**config.mk**
```make
export PLATFORM = sky130hd
export DESIGN_NAME = apb_mem_arbiter
export DESIGN_NICKNAME = d
export VERILOG_FILES = /design/src/rtl/apb_mem_arbiter_pkg.sv /design/src/rtl/apb_mem_arbiter_rr_arbiter_2.sv /design/src/rtl/apb_mem_arbiter.sv
export SDC_FILE = /design/constraint.sdc
export NUM_CORES = 1
export LEC_CHECK = 0
export BUFFER_PORTS_ARGS = -buffer_cell sky130_fd_sc_hd__buf_2
export CAP_MARGIN = 25
export CORE_AREA = 4 4 123 125
export CTS_CLUSTER_DIAMETER = 60
export DETAILED_ROUTE_END_ITERATION = 6
export DIE_AREA = 0 0 127 129
export GPL_TIMING_DRIVEN = 0
export HOLD_SLACK_MARGIN = 0.08
export PLACE_DENSITY = 0.55
export REMOVE_ABC_BUFFERS = 1
export SYNTH_ARGS = -nofsm -noshare
export SYNTH_HDL_FRONTEND = slang
export SYNTH_SLANG_ARGS = --single-unit
```
**constraint.sdc**
```tcl
create_clock -name clk -period 2.05 [get_ports clk]
set_clock_uncertainty 0.2 [all_clocks]
set_input_delay 0.615 -clock clk [delete_from_list [all_inputs] [get_ports clk]]
set_output_delay 0.615 -clock clk [all_outputs]
set_load 0.01 [all_outputs]
```
**src/rtl/apb_mem_arbiter_pkg.sv**
```systemverilog
// Shared types for the two-requester APB memory arbiter.
package apb_mem_arbiter_pkg;

    localparam int unsigned APB_DATA_W = 32;
    localparam int unsigned APB_STRB_W = 4;

    typedef enum logic [1:0] {
        IDLE   = 2'd0,
        SETUP  = 2'd1,
        ACCESS = 2'd2
    } arb_state_e;

    typedef enum logic {
        OWN_FETCH = 1'b0,
        OWN_LSU   = 1'b1
    } arb_owner_e;

    // Write-side payload forwarded from the owning requester to memory.
    typedef struct packed {
        logic                  pwrite;
        logic [APB_DATA_W-1:0] pwdata;
        logic [APB_STRB_W-1:0] pstrb;
    } apb_wr_t;

endpackage

```
**src/rtl/apb_mem_arbiter_rr_arbiter_2.sv**
```systemverilog
// Two-way round-robin grant: on contention the requester that did not win last time wins.
module rr_arbiter_2 (
    input  logic [1:0] req,
    input  logic       last_grant,
    output logic [1:0] gnt_c
);

    always_comb begin
        gnt_c = 2'b00;
        if (req == 2'b11) begin
            gnt_c = last_grant ? 2'b01 : 2'b10;
        end else begin
            gnt_c = req;
        end
    end

endmodule

```
**src/rtl/apb_mem_arbiter.sv**
```systemverilog
// Shares one APB memory port between the fetch (r0) and load/store (r1) requesters,
// with round-robin arbitration and a watchdog that error-terminates hung accesses.
module apb_mem_arbiter
    import apb_mem_arbiter_pkg::*;
#(
    parameter int unsigned ADDR_W      = 32,
    parameter int unsigned TIMEOUT_CYC = 64,
    parameter int unsigned FIRST_GRANT = 0
) (
    input  logic                  clk,
    input  logic                  rst,

    input  logic                  r0_psel,
    input  logic                  r0_penable,
    input  logic                  r0_pwrite,
    input  logic [ADDR_W-1:0]     r0_paddr,
    input  logic [APB_DATA_W-1:0] r0_pwdata,
    input  logic [APB_STRB_W-1:0] r0_pstrb,
    output logic [APB_DATA_W-1:0] r0_prdata,
    output logic                  r0_pready,
    output logic                  r0_pslverr,

    input  logic                  r1_psel,
    input  logic                  r1_penable,
    input  logic                  r1_pwrite,
    input  logic [ADDR_W-1:0]     r1_paddr,
    input  logic [APB_DATA_W-1:0] r1_pwdata,
    input  logic [APB_STRB_W-1:0] r1_pstrb,
    output logic [APB_DATA_W-1:0] r1_prdata,
    output logic                  r1_pready,
    output logic                  r1_pslverr,

    output logic                  m_psel,
    output logic                  m_penable,
    output logic                  m_pwrite,
    output logic [ADDR_W-1:0]     m_paddr,
    output logic [APB_DATA_W-1:0] m_pwdata,
    output logic [APB_STRB_W-1:0] m_pstrb,
    input  logic [APB_DATA_W-1:0] m_prdata,
    input  logic                  m_pready,
    input  logic                  m_pslverr,

    output logic                  busy_o
);

    localparam int unsigned WD_W    = (TIMEOUT_CYC > 0) ? $clog2(TIMEOUT_CYC + 1) : 1;
    localparam int unsigned WD_LAST = (TIMEOUT_CYC > 0) ? TIMEOUT_CYC - 1 : 0;
    localparam logic        WD_EN   = (TIMEOUT_CYC > 0);
    localparam logic        LAST_GRANT_RST = (FIRST_GRANT == 0) ? 1'b1 : 1'b0;

    arb_state_e      state_q, state_d;
    arb_owner_e      owner_q, owner_d;
    logic            last_grant_q, last_grant_d;
    logic [WD_W-1:0] wd_cnt_q, wd_cnt_d;

    logic [1:0] gnt_c;
    logic       done_c;
    logic       timeout_c;
    logic       cpl_err_c;
    logic [APB_DATA_W-1:0] cpl_rdata_c;

    apb_wr_t r0_wr, r1_wr, own_wr;

    // The requesters' own access-phase strobe carries no information here; psel alone marks a request.
    logic unused_penable;
    assign unused_penable = r0_penable ^ r1_penable;

    rr_arbiter_2 u_rr (
        .req        ({r1_psel, r0_psel}),
        .last_grant (last_grant_q),
        .gnt_c      (gnt_c)
    );

    always_ff @(posedge clk or posedge rst) begin
        if (rst) begin
            state_q      <= IDLE;
            owner_q      <= OWN_FETCH;
            last_grant_q <= LAST_GRANT_RST;
            wd_cnt_q     <= '0;
        end else begin
            state_q      <= state_d;
            owner_q      <= owner_d;
            last_grant_q <= last_grant_d;
            wd_cnt_q     <= wd_cnt_d;
        end
    end

    // Next state; the watchdog only runs while stalled in ACCESS and clears everywhere else.
    always_comb begin
        state_d      = state_q;
        owner_d      = owner_q;
        last_grant_d = last_grant_q;
        wd_cnt_d     = '0;
        timeout_c    = 1'b0;
        done_c       = 1'b0;
        case (state_q)
            IDLE: begin
                if (gnt_c != 2'b00) begin
                    owner_d      = gnt_c[1] ? OWN_LSU : OWN_FETCH;
                    last_grant_d = gnt_c[1];
                    state_d      = SETUP;
                end
            end
            SETUP: begin
                state_d = ACCESS;
            end
            ACCESS: begin
                timeout_c = WD_EN && !m_pready && (wd_cnt_q == WD_W'(WD_LAST));
                done_c    = m_pready || timeout_c;
                if (done_c) begin
                    state_d = IDLE;
                end else begin
                    wd_cnt_d = wd_cnt_q + WD_W'(1);
                end
            end
            default: begin
                state_d = IDLE;
            end
        endcase
    end

    assign r0_wr = '{pwrite: r0_pwrite, pwdata: r0_pwdata, pstrb: r0_pstrb};
    assign r1_wr = '{pwrite: r1_pwrite, pwdata: r1_pwdata, pstrb: r1_pstrb};

    // Memory-side request mirrors the registered owner and is quiet while idle.
    always_comb begin
        busy_o    = (state_q != IDLE);
        m_psel    = (state_q != IDLE);
        m_penable = (state_q == ACCESS);
        m_paddr   = '0;
        own_wr    = '0;
        if (state_q != IDLE) begin
            m_paddr = (owner_q == OWN_LSU) ? r1_paddr : r0_paddr;
            own_wr  = (owner_q == OWN_LSU) ? r1_wr : r0_wr;
        end
        m_pwrite = own_wr.pwrite;
        m_pwdata = own_wr.pwdata;
        m_pstrb  = own_wr.pstrb;
    end

    // Completion goes only to the owner; a watchdog completion carries an error and no data.
    always_comb begin
        cpl_err_c   = m_pready ? m_pslverr : 1'b1;
        cpl_rdata_c = m_pready ? m_prdata : '0;
        r0_pready   = 1'b0;
        r0_pslverr  = 1'b0;
        r0_prdata   = '0;
        r1_pready   = 1'b0;
        r1_pslverr  = 1'b0;
        r1_prdata   = '0;
        if (done_c) begin
            if (owner_q == OWN_LSU) begin
                r1_pready  = 1'b1;
                r1_pslverr = cpl_err_c;
                r1_prdata  = cpl_rdata_c;
            end else begin
                r0_pready  = 1'b1;
                r0_pslverr = cpl_err_c;
                r0_prdata  = cpl_rdata_c;
            end
        end
    end

endmodule

```
==> impl_results.md <==
* Status: finished with violations
* Failing checks: setup timing
* Mapped cell area at 2030 sq um
* Max incr delay on CP at 0.42 ns
* Peak Freq at 410 MHz
* DRC at 0
* Final setup viols at about 140
* Final Wtd Congestion at about 0.73
* Worst Hold Class: in2async
* Root buffer cell: clkbuf_16
* Wire per inst at 19.1 um
* Max_slew headroom at between 70% and 80%
* Post-route ant nets at 0
* Initial antenna violation count at 6
* Num ports at 318
* Layout area overhead at 153%
* VDD IR max at 0.676 mV
* Setup CP Type: reg2out
* Vias at 3426
* Number of fillers in the final layout at 1432
* Worst slew pin tran at 0.429 ns
* Die Wd at 127 um
* CP startpoint kind: flip-flop
* Yosys top cell by area: mux2i_1
* Tot GR Track Use at 16.5%
* Gate power share at around 90%
* Mean area per synthesized cell at roughly 7.2 sq um
* Gate Count Post-Synth at 281
* CTS H-tree lvls at 1
* Avg Vias per Cell at 4.17
* Sequence of cells on the critical path: nand2b_4, nor3b_4, buf_6, buf_6, and2_1, buf_2
* HPWL after detailed placement at between 10000 and 15000 um
* Vias in the first global route at around 3300
* Final WS setup at -0.388 ns
* Synthesis-stage register bit count at 11
* Setup TNS at -39.99 ns
* Final min period at between 2 and 2.5 ns
* Die H at about 130 um
* Max Root-Sink Buffers at 2
* Largest fanout on the critical path at 7
* Routed WL at around 16000 um
* Initial core utilization at between 10 and 15%
* Sequential-to-total area share from yosys stat at between 10% and 20%
* CTS Buf Count at 3
* Clock network power share at 5.8%
* Pwr/cell area at between 1000 and 1500 nW/um^2
* DR pass1 iterations at 4
* Critical Path AT at ~1.6 ns
* Crit path top cell by count: buf_6
* Synth top area share at around a third
* Clock insertion delay at the later pin of the skew report at between 0.2 and 0.25 ns
* CTS tree: done
* Max Cap Violations at 0
* Core area at ~14000 sq um
* Crit path required time at around 1.2 ns
* Clk slew on worst S/H paths at 0.04 ns
* Nets at about 820
* Pint at about 3.4 mW
* PortBufs at 315
* Hold Slack at roughly 0.17 ns
* Final period utilization at 119%
* Pin count of the biggest net entering global routing at 22
* Sequential share of power at 6.0%
* Setup WS pre-CTS at -0.659 ns
* Fin. max-slew vios at 0
* YS warnings at 0
* Final hold vios at 0
* Layout cells sized above 1 at 70.5%
* # rows at 43
* Sw Ratio at 43.8%
* Clock Sinks at 11
* First-pass GRT wire length at just over 20000 um
* Die area at 16400 sq um
* Top post-synthesis cells by area: mux2i_1, and2_1, nor2_1, dfrtp_1, buf_4
* Overflow after GRT at 0
* Crit. End Element: output pin
* # hold bufs at CTS at 0
* Leak pwr at 2.92 nW
* Distinct cells, synth at 32
* Switching Power at 2.66 mW
* Fin util at 37.0%
* DR iter-0 viols at 109
* Unrepaired setup endpoints after global routing: yes
* CP max stage cell: dfrtp_2
## path summary, 6_finish.rpt
| path | startpoint | endpoint | slack, ns | cells past startpoint |
|---|---|---|---|---|
| max | state_q[0] | r0_prdata[19] | -0.39 | 6 |
| min | rst | wd_cnt_q[5] | 0.17 | 2 |
| max reg2reg | state_q[0] | owner_q | 0.29 | 8 |
| min reg2reg | last_grant_q | last_grant_q | 0.33 | 2 |
| max in group asynchronous | rst | owner_q | 1.15 | 2 |
| min in group clk | last_grant_q | last_grant_q | 0.33 | 2 |
## power by group through the flow
stage               sequential [mW]  clock (mW)  combinational, mW
detailed placement            0.445           0               3.20
global route                  0.375       0.370               5.72
finish                        0.367       0.354               5.35
global placement              0.541           0               2.14
floorplan                     0.545           0               1.68
CTS                           0.372       0.355               5.10
## per-stage QoR
| stage | cells | power, mW | area (sq um) |
|---|---|---|---|
| floorplan | 258 | 2.23 | 1910 |
| global placement | 753 | 2.68 | 3710 |
| detailed placement | 756 | 3.64 | 3780 |
| CTS | 810 | 5.82 | 4790 |
| global route | 821 | 6.46 | 5130 |
| finish | 821 | 6.07 | 5130 |
## cell families (layout without fill, tap and decap cells)
family                     after synthesis  after routing  synth area share [%]
other                                    0              4                     0
buffers and inverters                   29            381                  7.33
DFF                                     11             11                  13.6
adders and majority gates                1              1                 0.616
muxes                                   69             69                  34.0
AOI/OAI and AO/OA                       10             10                  3.94
and+or+nand+nor                        158            162                  39.2
xor gates and xnor gates                 3              3                  1.29
## critical path, delay by kind of cell, from the launching register on
family,cells,cell delay [ns]
buffers and inverters,3,0.45
and+or+nand+nor,3,0.49
DFF,1,0.42
## flip-flops by register name (all words and copies together) (netlist names)
register / flops
last_grant_q: 1
owner_q: 1
state_q: 2
wd_cnt_q: 7
## cell usage after synthesis
cell       n
mux2i_1   69
buf_4      7
nor2_2     1
nor3b_2    1
nand2b_4   1
dfrtp_1   10
buf_2      6
clkbuf_1   3
a31o_4     1
clkbuf_2   5
a32o_1     1
and3_1     1
xor2_1     2
a211oi_1   1
nor3_1     2
nand2_1    4
o21ai_0    2
dfstp_2    1
ha_1       1
xnor2_1    1
a32oi_1    1
a21oi_1    1
and4_1     1
inv_1      6
buf_1      2
a21oi_2    1
nand3_1    2
nor2_1    79
and2_1    64
or3_1      1
or3b_4     1
a31oi_1    2
## cell type report
cell class / instances / area (sq um) / share of cell area, %
timing repair buffer: 371 / 2660 / 51.7
multi-input combinational: 245 / 1850 / 36.1
sequential: 11 / 283 / 5.51
tap: 180 / 225 / 4.39
clock buffer: 4 / 78.8 / 1.54
inverter: 6 / 28.8 / 0.561
antenna: 4 / 10.0 / 0.195
## placed cells by master (no fill, tap or decap), types with 3 or more instances in the layout
cell type	netlist	routed
buf_6	0	70
buf_4	7	21
inv_1	6	4
mux2i_1	69	68
dfrtp_1	10	7
buf_16	0	9
buf_12	0	3
nand2_1	4	3
and2_4	0	48
clkbuf_16	0	5
diode_2	0	4
and2_1	64	16
nor2_1	79	77
and3_4	0	4
buf_2	6	264
## layer usage
metal	global-route usage, %	wire (um)
met1	17.6	5410
met2	31.5	8490
met3	4.86	1410
met4	4.79	367
met5	0	7
## timing repair
item	4_1_cts	5_1_grt
setup endpoints to repair	139	139
gates cloned	15	3
resized for setup	99	64
setup buffers	36	6
pin swaps	69	26
Power figures use the tool's default switching activity.
